===== src/rtl/pc_ir_unit_if.sv =====
// Bus between the multicycle controller/datapath and the PC/IR unit.
`timescale 1ns/1ps
interface pc_ir_unit_if;
  // Controller strobes and selects
  logic        pcen;
  logic        irwrite;
  logic        iord;
  logic [1:0]  pcsrc;
  // Datapath and memory operands
  logic [31:0] aluresult;
  logic [31:0] aluout;
  logic [31:0] readdata;
  // Unit results
  logic [31:0] adr;
  logic [31:0] pc;
  logic [31:0] instr;
  logic [5:0]  op;
  logic [5:0]  funct;
  logic [31:0] data;
  logic [15:0] instcount;

  // Controller/datapath side
  modport master (
    output pcen, irwrite, iord, pcsrc, aluresult, aluout, readdata,
    input  adr, pc, instr, op, funct, data, instcount
  );

  // PC/IR unit side
  modport slave (
    input  pcen, irwrite, iord, pcsrc, aluresult, aluout, readdata,
    output adr, pc, instr, op, funct, data, instcount
  );
endinterface


===== src/rtl/pc_ir_unit.sv =====
// Program counter, instruction register, memory data register and fetch
// counter for a multicycle MIPS-style datapath.
`timescale 1ns/1ps
module pc_ir_unit (
  input  logic         clk,
  input  logic         reset,
  pc_ir_unit_if.slave  bus
);

  localparam int unsigned XLEN     = 32;
  localparam int unsigned CNT_W    = 16;
  localparam int unsigned FIELD_W  = 6;
  localparam int unsigned JIDX_W   = 26;
  localparam int unsigned PCHI_W   = 4;

  localparam logic [1:0] PCSRC_ALU    = 2'b00;
  localparam logic [1:0] PCSRC_ALUOUT = 2'b01;
  localparam logic [1:0] PCSRC_JUMP   = 2'b10;
  localparam logic [1:0] PCSRC_HOLD   = 2'b11;

  localparam logic [CNT_W-1:0] CNT_MAX = {CNT_W{1'b1}};

  logic [XLEN-1:0]  pc_q;
  logic [XLEN-1:0]  instr_q;
  logic [XLEN-1:0]  data_q;
  logic [CNT_W-1:0] count_q;

  logic [XLEN-1:0]  jump_target;
  logic [XLEN-1:0]  pc_next;

  // Jump target built from the current (pre-edge) PC and IR contents
  assign jump_target = {pc_q[XLEN-1 -: PCHI_W], instr_q[JIDX_W-1:0], 2'b00};

  // Next-PC select
  always_comb begin
    pc_next = pc_q;
    case (bus.pcsrc)
      PCSRC_ALU:    pc_next = bus.aluresult;
      PCSRC_ALUOUT: pc_next = bus.aluout;
      PCSRC_JUMP:   pc_next = jump_target;
      PCSRC_HOLD:   pc_next = pc_q;
      default:      pc_next = pc_q;
    endcase
  end

  // Program counter, loaded only on pcen
  always_ff @(posedge clk or negedge reset) begin
    if (!reset) begin
      pc_q <= '0;
    end else if (bus.pcen) begin
      pc_q <= pc_next;
    end
  end

  // Instruction register, loaded only on irwrite
  always_ff @(posedge clk or negedge reset) begin
    if (!reset) begin
      instr_q <= '0;
    end else if (bus.irwrite) begin
      instr_q <= bus.readdata;
    end
  end

  // Memory data register, captures read data every cycle
  always_ff @(posedge clk or negedge reset) begin
    if (!reset) begin
      data_q <= '0;
    end else begin
      data_q <= bus.readdata;
    end
  end

  // Fetch counter, saturates instead of wrapping
  always_ff @(posedge clk or negedge reset) begin
    if (!reset) begin
      count_q <= '0;
    end else if (bus.irwrite && (count_q != CNT_MAX)) begin
      count_q <= count_q + CNT_W'(1);
    end
  end

  // Address mux is combinational so memory sees the address this cycle
  assign bus.adr       = bus.iord ? bus.aluout : pc_q;
  assign bus.pc        = pc_q;
  assign bus.instr     = instr_q;
  assign bus.op        = instr_q[XLEN-1 -: FIELD_W];
  assign bus.funct     = instr_q[FIELD_W-1:0];
  assign bus.data      = data_q;
  assign bus.instcount = count_q;

endmodule


===== src/flat_wrapper.sv =====
// flat-port wrapper written by rule: the top's interface ports become plain ports
module pc_ir_unit_flat 
  (clk, reset, bus_pcen, bus_irwrite, bus_iord, bus_pcsrc, bus_aluresult, bus_aluout, bus_readdata, bus_adr, bus_pc, bus_instr, bus_op, bus_funct, bus_data, bus_instcount);
  pc_ir_unit_if bus_i ();
  input  logic clk;
  input  logic reset;
  input wire logic [$bits(bus_i.pcen)-1:0] bus_pcen;
  input wire logic [$bits(bus_i.irwrite)-1:0] bus_irwrite;
  input wire logic [$bits(bus_i.iord)-1:0] bus_iord;
  input wire logic [$bits(bus_i.pcsrc)-1:0] bus_pcsrc;
  input wire logic [$bits(bus_i.aluresult)-1:0] bus_aluresult;
  input wire logic [$bits(bus_i.aluout)-1:0] bus_aluout;
  input wire logic [$bits(bus_i.readdata)-1:0] bus_readdata;
  output wire logic [$bits(bus_i.adr)-1:0] bus_adr;
  output wire logic [$bits(bus_i.pc)-1:0] bus_pc;
  output wire logic [$bits(bus_i.instr)-1:0] bus_instr;
  output wire logic [$bits(bus_i.op)-1:0] bus_op;
  output wire logic [$bits(bus_i.funct)-1:0] bus_funct;
  output wire logic [$bits(bus_i.data)-1:0] bus_data;
  output wire logic [$bits(bus_i.instcount)-1:0] bus_instcount;
  assign bus_i.pcen = bus_pcen;
  assign bus_i.irwrite = bus_irwrite;
  assign bus_i.iord = bus_iord;
  assign bus_i.pcsrc = bus_pcsrc;
  assign bus_i.aluresult = bus_aluresult;
  assign bus_i.aluout = bus_aluout;
  assign bus_i.readdata = bus_readdata;
  assign bus_adr = bus_i.adr;
  assign bus_pc = bus_i.pc;
  assign bus_instr = bus_i.instr;
  assign bus_op = bus_i.op;
  assign bus_funct = bus_i.funct;
  assign bus_data = bus_i.data;
  assign bus_instcount = bus_i.instcount;
  pc_ir_unit u_core (.clk(clk), .reset(reset), .bus(bus_i));
endmodule

===== config.mk =====
export PLATFORM = sky130hd
export DESIGN_NAME = pc_ir_unit_flat
export DESIGN_NICKNAME = d
export VERILOG_FILES = /design/src/rtl/pc_ir_unit_if.sv /design/src/rtl/pc_ir_unit.sv /design/src/flat_wrapper.sv
export SDC_FILE = /design/constraint.sdc
export NUM_CORES = 1
export LEC_CHECK = 0
export ABC_AREA = 1
export BUFFER_PORTS_ARGS = -buffer_cell sky130_fd_sc_hd__buf_4
export CAP_MARGIN = 20
export CORE_MARGIN = 3
export CORE_UTILIZATION = 50
export DETAILED_ROUTE_END_ITERATION = 10
export MAX_ROUTING_LAYER = met4
export PLACE_DENSITY = 0.85
export SYNTH_ARGS = -nofsm -noshare
export SYNTH_HDL_FRONTEND = slang
export SYNTH_SLANG_ARGS = --single-unit

===== constraint.sdc =====
create_clock -name clk -period 2 [get_ports clk]
set_input_delay 0.1 -clock clk [delete_from_list [all_inputs] [get_ports clk]]
set_output_delay 0.1 -clock clk [all_outputs]
set_load 0.03 [all_outputs]

=== Yosys cells after proc, flatten, opt, wreduce, memory -nomap -nowiden ===
Index checks and enable logic that the tools add are counted.

* Register bits after elaboration: 112
* Output and inout bits: 156

* Reduce and logical (&&, ||, !) cells: 4
* Mux-type cells: 2
* Add/subtract/negate cells: 1
* Bitwise logic cells: 2
* Eq/ne operators: 4

{| class="wikitable"
|+ Operator list
! kind !! number
|-
| $pmux W32 S3 || 1
|-
| $mux W32 || 1
|-
| $add A16 B1 Y16 const B || 1
|-
| $ne A16 B16 Y1 const B || 1
|-
| $eq A2 B2 Y1 const B || 2
|-
| $reduce_and A3 Y1 || 1
|-
| $eq A2 B1 Y1 const B || 1
|-
| $logic_not A2 Y1 || 1
|-
| $not A1 Y1 || 2
|-
| $reduce_and A2 Y1 || 1
|-
| $logic_and A1 B1 Y1 || 1
|}

=== Depth between registers and ports, before layout ===
Gate-level depths: netlist of run 1.

* Depth after elaboration: 3
* Mapped depth: 9

=== Worst setup path after synthesis of run 1 ===
No wires, ideal clock.

* Kind: register -> register
* From: reg u_core.count_q[0], in the netlist u_core.bus.instcount[0]
* To: reg u_core.count_q[10], in the netlist u_core.bus.instcount[10]
* Stages on the path, launching flop included: 9
* Setup time: 121 ps
* Data arrival time: 1446 ps
* Required time: 1879 ps
* Path slack: 433 ps
* Path through: dfrtp_1 ha_1 inv_1 nor2_4 nand2_4 nor2_8 nand2_2 o21ai_1 nand2_1

* Word-level cells in the longest chain between the ends: 2

{| class="wikitable"
|+ RTL lines
! element !! RTL line !! RTL
|-
| from (decl) || pc_ir_unit.sv:26 || <nowiki>logic [CNT_W-1:0] count_q;</nowiki>
|-
| from (signal assigned) || pc_ir_unit.sv:78 || <nowiki>count_q <= count_q + CNT_W'(1);</nowiki>
|-
| branches (longest 2 deep; another with $add A16 B1 Y16) || - ||
|}

Several ways; the timed one is not identified.
A chain may end at the register's enable or synchronous reset.

=== Final worst setup path of run 1 ===
* From: reg u_core.count_q[0], in the netlist u_core.bus.instcount[0]
* To: reg u_core.count_q[9], in the netlist u_core.bus.instcount[9]

Same word-level chain as after synthesis.

==> results of run 1 <==
## registers in the layout, summed over array words and instances, names as in the netlist
name                  count
u_core.bus.data          32
u_core.bus.instr         32
u_core.bus.pc            32
u_core.bus.instcount     16
## per-stage QoR
| stage | instance area (sq um) | utilization | worst slack (ns) |
|---|---|---|---|
| CTS | 7814 | 0.7849 | 0.4055 |
| detailed placement | 7203 | 0.7236 | 0.3661 |
| floorplan | 5221 | - | 0.4335 |
| global placement | 7203 | 0.7236 | 0.4293 |
| finish | 7814 | 0.7849 | 0.4229 |
| global route | 7814 | 0.7849 | 0.3305 |
## path summary, 6_finish.rpt
kind / slack, ns / endpoint / from / cells after the start
setup / recovery: 0.42 / u_core.bus.instcount[9]$_DFFE_PN0P_ / u_core.bus.instcount[0]$_DFFE_PN0P_ / 8
hold / removal: 0.01 / u_core.bus.pc[21]$_DFFE_PN0P_ / bus_aluout[21] / 3
setup reg to reg: 0.42 / u_core.bus.instcount[9]$_DFFE_PN0P_ / u_core.bus.instcount[0]$_DFFE_PN0P_ / 8
hold reg to reg: 0.51 / u_core.bus.instr[19]$_DFFE_PN0P_ / u_core.bus.instr[19]$_DFFE_PN0P_ / 2
max in group asynchronous: 1.17 / u_core.bus.pc[5]$_DFFE_PN0P_ / reset / 3
min in group asynchronous: 0.16 / u_core.bus.instr[17]$_DFFE_PN0P_ / reset / 2
## cells in the final DEF (no fill, tap or decap), types with 6 or more instances in the layout
cell / netlist / final
nand3_1: 34 / 34
a21oi_1: 58 / 58
clkbuf_8: 0 / 9
nand2_1: 232 / 232
o21ai_0: 33 / 33
dfrtp_1: 112 / 112
inv_1: 54 / 54
dlygate4sd3_1: 0 / 41
nand4_1: 8 / 8
nor2_1: 11 / 11
a22oi_1: 6 / 6
buf_4: 16 / 266
nor2_4: 8 / 8
## tightest hold or removal path: stages
cell     delay, ns
buf_4         0.09
a21oi_1       0.05
a21oi_1       0.11
## cell type report
cell class,instances,area (sq um)
well taps,133,166.4
inverters,57,219.0
repair buffers,309,2447
clock buffers,9,123.9
clock inverters,7,76.32
flip-flops and latches,112,2803
multi-input cells,416,1978
fillers,668,2141
## what timing repair did
action / CTS / global route
endpoints found under the hold margin: 135 / 0
hold buffers: 41 / 0
endpoints found under the setup margin: 0 / 0
## metal layers
metal	global-route usage	up-vias
li1	-	2519
met2	0.5355	370
met4	0.1885	0
met1	0.3799	2534
met5	-	-
met3	0.08179	91
## where the power goes
group / switching, mW / leakage [nW] / total, mW / internal (mW)
clock: 0.823 / 0.0966 / 1.41 / 0.592
combinational: 1.38 / 2.68 / 2.18 / 0.806
sequential: 0.226 / 1.34 / 2.72 / 2.50
total: 2.42 / 4.11 / 6.32 / 3.90
## cells by family (layout without fill, tap and decap cells)
logic type,count (synthesis),count (layout),synth area share
simple gates,307,307,0.2614
flops,112,112,0.5368
xor+xnor,5,5,0.008389
buf+inv,97,382,0.08435
fa+ha+maj,4,4,0.009586
compound gates,100,100,0.09945
==> impl_metrics.env, run 1 <==
export IMPL_fmax_mhz=634.1
export IMPL_cts_max_level=3
export IMPL_critical_path_max_stage_delay_ns=0.46
export IMPL_initial_core_util=0.5245
export IMPL_synth_top_area_cell="dfrtp_1"
export IMPL_clk_path_buf_depth=2
export IMPL_critPathTopFamily="simple AND/OR/NAND/NOR gates"
export IMPL_crit_slowest_cell="dfrtp_1"
export IMPL_vias_per_cell=5.287
export IMPL_die_area_sq_um=11710
export IMPL_rows=36
export IMPL_overflow=0
export IMPL_gp_congestion=0.9388
export IMPL_report_final_slew_viol_count=0
export IMPL_final_hold_violation_count=0
export IMPL_numCtsBuffers=9
export IMPL_antenna_found_initial=0
export IMPL_met3_length_um=1876
export IMPL_synth_edf_count=0
export IMPL_yosys_warnings=0
export IMPL_ant_nets=0
export IMPL_numPortBuffers=258
export IMPL_io_pins=259
export IMPL_syn_nets=732
export IMPL_crit_fanout=7
export IMPL_synth_area_top_cells="dfrtp_1 54%, nand2_1 17%, a21oi_1 5.6%"
export IMPL_tightest_slew_ns=0.5801
export IMPL_ys_flop_type="dfrtp_1"
export IMPL_drv_cap=0
export IMPL_setup_viol=0
export IMPL_critPathLaunchType="flip-flop"
export IMPL_die_w_um=108.2
export IMPL_highest_layer="met4"
export IMPL_diodes=0
export IMPL_clock_sinks=112
export IMPL_synth_area_per_cell_sq_um=8.354
export IMPL_crit_top_cell="nor2_4"
export IMPL_status="finished clean"
export IMPL_ctsResizeCount=0
export IMPL_synthMostInstantiatedCell="nand2_1"
export IMPL_clkTransAtPathRegs_ns=0.11
export IMPL_peakVddDrop_uv=551.0
export IMPL_drc=0
export IMPL_cts_root_buf="clkbuf_8"
export IMPL_slew_headroom=0.6129
export IMPL_gr_usage_all_layers=0.3323
export IMPL_synthesis_instances=625
export IMPL_endpoint_kind="flip-flop"
export IMPL_stdcell_count=1043
export IMPL_grt_pass1_wl_um=28950
export IMPL_grt_pass1_vias=5358
export IMPL_vias=5514
export IMPL_synth_async_reset_ratio=1.000
export IMPL_die_h_um=108.2
export IMPL_wl_met2_um=9449
export IMPL_fin_nets=1012
export IMPL_yosys_top_cells_count="232 x nand2_1, 112 x dfrtp_1, 58 x a21oi_1, 54 x inv_1, 34 x nand3_1"
export IMPL_whs_ns=0.01206
export IMPL_path_class="reg2reg"
export IMPL_finalSetupTns_ns=0
export IMPL_drt_iter0_drc=415
export IMPL_synth_distinct_cells=28
export IMPL_clock_skew_ns=0.01129
export IMPL_p_total_mw=6.319
export IMPL_dp_cells=986
export IMPL_fp_coreArea_sq_um=9955
export IMPL_worst_ep_arrival_time_ns=1.89
export IMPL_postCtsSetupBuffers=0
export IMPL_power_density_nw_per_um2=808.8
export IMPL_worstSkewPairLatency_ns=0.38
export IMPL_ys_seq_area_frac=0.5368
export IMPL_min_path_type="in2reg"
export IMPL_path_cells="ha_1 > inv_1 > nor2_4 > nand2_4 > nor2_4 > nor2_2 > nand2_1 > o21ai_1"
export IMPL_wl_um=18980
export IMPL_finalCritPeriodShare=0.7885
export IMPL_netlist_area_leader_share=0.5368
export IMPL_grt_max_degree=65
export IMPL_drive_gt1_frac=0.3374
export IMPL_required_ns=2.31
export IMPL_rsz0062_at_grt="false"
export IMPL_leakage_nw=4.113
export IMPL_dp_hpwl_um=13470
export IMPL_layout_min_cycle_time_ns=1.577
export IMPL_dr_pass1_iters=7
export IMPL_wl_per_cell_um=18.19
export IMPL_synth_seq_cells=112
export IMPL_cp_num_buf_inv=1
export IMPL_syn_to_final_growth_pct=49.65
export IMPL_cts_tree="done"
export IMPL_netlist_area_sq_um=5221
export IMPL_wl_met1_um=6551
(Power assumes the default switching activity.)
==> run 2: changes to the inputs <==
Settings changed: ABC_AREA 1 to 0, CORE_UTILIZATION 50 to 45, PLACE_DENSITY 0.85 to 0.79.
Clock period 2 ns to 1.6 ns, I/O delays scaled along.
==> run 2 against run 1 <==
Effect of this change:
- the flow now finishes with violations (setup timing)
- final area increased by 2.0%
- hold slack about the same
- clock skew decreased by 0.0046 ns
- combinational power increased by 54%
- first-iteration DRC count decreased by 18%
- clock power increased by 23%
- synthesized cell count decreased by 36%
- critical endpoint is now u_core.bus.instcount[1]$_DFFE_PN0P_
- highest routed layer unchanged
==> impl_metrics.env, run 2 <==
export IMPL_min_path_type="in2reg"
export IMPL_report_final_slew_viol_count=0
export IMPL_synth_area_top_cells="dfrtp_1 58%, mux2_2 15%, a221oi_1 5.1%"
export IMPL_endpoint_kind="flip-flop"
export IMPL_clock_skew_ns=0.006647
export IMPL_fp_coreArea_sq_um=10370
export IMPL_grt_pass1_wl_um=25610
export IMPL_drc=0
export IMPL_pwr_share_comb=0.390
export IMPL_cp_num_buf_inv=0
export IMPL_met1_usage=0.3255
export IMPL_leakage_nw=3.748
export IMPL_die_w_um=109.6
export IMPL_wl_per_cell_um=19.83
export IMPL_overflow=0
export IMPL_vias_per_cell=5.387
export IMPL_syn_nets=506
export IMPL_pwr_share_clk=0.202
export IMPL_power_density_nw_per_um2=1078
export IMPL_path_class="reg2reg"
export IMPL_synth_distinct_cells=34
export IMPL_met3_usage=0.08162
export IMPL_synth_seq_cells=112
export IMPL_die_area_sq_um=12010
export IMPL_die_h_um=109.6
export IMPL_critPathTopFamily="simple AND/OR/NAND/NOR gates"
export IMPL_setup_slack_ns=-0.02228
export IMPL_final_util=0.7687
export IMPL_numCtsBuffers=9
export IMPL_place_ws_ns=-0.03443
export IMPL_ys_seq_area_frac=0.5803
export IMPL_fmax_mhz=616.4
export IMPL_synthesis_instances=399
export IMPL_min_path_cells=3
export IMPL_antenna_found_initial=0
export IMPL_r2r_start="u_core.bus.instcount[1]$_DFFE_PN0P_"
export IMPL_numPortBuffers=258
export IMPL_cts_tree="done"
export IMPL_crit_slowest_cell="or4_4"
export IMPL_rsz0062_at_grt="true"
export IMPL_layout_min_cycle_time_ns=1.622
export IMPL_worstSkewPairLatency_ns=0.37
export IMPL_grt_busiest_layer="met2"
export IMPL_dp_hpwl_um=11640
export IMPL_rows=37
export IMPL_rr_worst_depth=5
export IMPL_required_ns=1.86
export IMPL_ys_flop_type="dfrtp_1"
export IMPL_slew_headroom=0.6035
export IMPL_finalCritPeriodShare=1.014
export IMPL_intPower_mw=5.433
export IMPL_p_switching_mw=3.162
export IMPL_yosys_top_cells_count="112 x dfrtp_1, 64 x mux2_2, 37 x nor2_1, 32 x a21oi_1, 29 x nand2_1"
export IMPL_ant_nets=0
export IMPL_grt_met2_usage=0.4847
export IMPL_regToRegSetupSlack_ns=-0.02
export IMPL_crit_fanout=3
export IMPL_setup_viol=1
export IMPL_final_cell_mix="295 x buf_4, 98 x dfrtp_1, 64 x mux2_2, 58 x dlygate4sd3_1, 37 x nor2_1"
export IMPL_syn_to_final_growth_pct=65.05
export IMPL_holdPathEnd="u_core.bus.pc[7]$_DFFE_PN0P_"
export IMPL_synthMostInstantiatedCell="dfrtp_1"
export IMPL_status="finished, violations left"
export IMPL_clkTransAtPathRegs_ns=0.10
export IMPL_netlist_area_leader_share=0.5803
export IMPL_final_common_cell="buf_4"
export IMPL_tightest_slew_ns=0.5948
export IMPL_dr_pass1_iters=5
export IMPL_r2r_end="u_core.bus.instcount[1]$_DFFE_PN0P_"
export IMPL_fillCellCount=642
export IMPL_yosys_warnings=0
export IMPL_clk_path_buf_depth=2
export IMPL_peakVddDrop_uv=935.5
export IMPL_critical_path_max_stage_delay_ns=0.46
export IMPL_initial_core_util=0.4657
export IMPL_worst_ep_arrival_time_ns=1.89
export IMPL_drt_iter0_drc=340
export IMPL_violations="setup timing"
export IMPL_netlist_area_sq_um=4830
export IMPL_path_cells="ha_4 > nand3_2 > or4_4 > nand2_4 > mux2_4"
export IMPL_drive_gt1_frac=0.5577
export IMPL_synth_top_area_cell="dfrtp_1"
export IMPL_critPathLaunchType="flip-flop"
export IMPL_wl_um=17310
export IMPL_grt_pass1_vias=4837
export IMPL_synth_edf_count=0
export IMPL_clock_sinks=112
export IMPL_diodes=0
export IMPL_gp_congestion=0.8447
export IMPL_cts_max_level=3
export IMPL_synth_async_reset_ratio=1.000
export IMPL_switching_share=0.3679
export IMPL_grt_max_degree=113
export IMPL_cts_root_buf="clkbuf_8"
export IMPL_drv_cap=0
export IMPL_seqPwrFrac=0.408
export IMPL_io_pins=259
export IMPL_min_from="bus_aluresult[7]"
export IMPL_synth_area_per_cell_sq_um=12.10
export IMPL_final_hold_violation_count=0
export IMPL_gr_usage_all_layers=0.2883
export IMPL_vias=4703
export IMPL_fin_nets=839
[run 2: changes by cell type after synthesis, sizes merged, moves of 27 or more]
cell	change
a221oi	+28
inv	-53
mux2	+65
nand2	-208
nand3	-27
o21ai	-36
[run 2: metrics by stage]
step                instances  cell area, sq um   TNS (ns)  hold slack, ns  power, mW
global placement          792              7093          0          0.1958      6.616
detailed placement        792              7093   -0.04439          0.1979      6.684
finish                    873              7971   -0.02228         0.01249      8.595
floorplan                 399              4860    -0.1299         -0.2156      5.234
global route              873              7971    -0.1340        0.009274      8.994
CTS                       869              7909  -0.008579       0.0001916      8.542
[run 2: routing by layer]
layer,vias to the layer above,part of all wire
met5,-,0
met4,0,0.034
met3,51,0.10
met2,279,0.51
met1,2290,0.35
li1,2083,-
[run 2: layout make-up]
type,count,area [sq um],area share
Clock buffer,11,151.4,0.01899
Clock inverter,5,55.05,0.006906
Inverter,3,11.26,0.001413
Multi-Input combinational cell,247,1874,0.2351
Sequential cell,112,2820,0.3538
Tap cell,136,170.2,0.02135
Timing Repair Buffer,359,2889,0.3624
[run 2: worst max path at each step]
stage	start	end	slack, ns	cells after the start
3_3_place_gp	u_core.bus.instcount[9]$_DFFE_PN0P_	u_core.bus.instcount[1]$_DFFE_PN0P_	0.02	4
3_5_place_dp	u_core.bus.instcount[9]$_DFFE_PN0P_	u_core.bus.instcount[1]$_DFFE_PN0P_	-0.03	4
2_1_floorplan	u_core.bus.instcount[0]$_DFFE_PN0P_	u_core.bus.instcount[1]$_DFFE_PN0P_	-0.13	5
5_1_grt	u_core.bus.instcount[15]$_DFFE_PN0P_	u_core.bus.instcount[1]$_DFFE_PN0P_	-0.07	4
6_report	u_core.bus.instcount[1]$_DFFE_PN0P_	u_core.bus.instcount[1]$_DFFE_PN0P_	-0.02	5
4_1_cts	u_core.bus.instcount[0]$_DFFE_PN0P_	u_core.bus.instcount[1]$_DFFE_PN0P_	-0.009	5
[run 2: repair_timing]
action,4_1_cts,5_1_grt
setup endpoints to repair,5,10
endpoints found under the hold margin,196,0
pin swaps,1,5
gates resized for setup,1,8
hold buffers,58,0
setup buffers,3,4
[run 2: worst register-to-register path: stages (launching register included)]
cell     delay (ns)
dfrtp_2        0.41
ha_4           0.16
nand3_2        0.10
or4_4          0.46
nand2_4        0.10
mux2_4         0.29
[run 2: power groups by stage]
stage	clock (mW)	sequential, mW	combinational (mW)
2_1_floorplan	0	4.24	0.994
3_3_place_gp	0	3.52	3.10
3_5_place_dp	0	3.55	3.14
4_1_cts	1.78	3.49	3.27
5_1_grt	1.90	3.55	3.53
6_report	1.74	3.51	3.35
[run 2: kinds of logic after synthesis]
logic type      count (synthesis)  share of synthesized area
compound gates                 68                    0.09611
xor+xnor                       11                    0.01995
fa+ha+maj                       4                    0.01036
buf+inv                        40                    0.04145
flops                         112                     0.5803
mux                            65                     0.1523
simple gates                   99                    0.09948
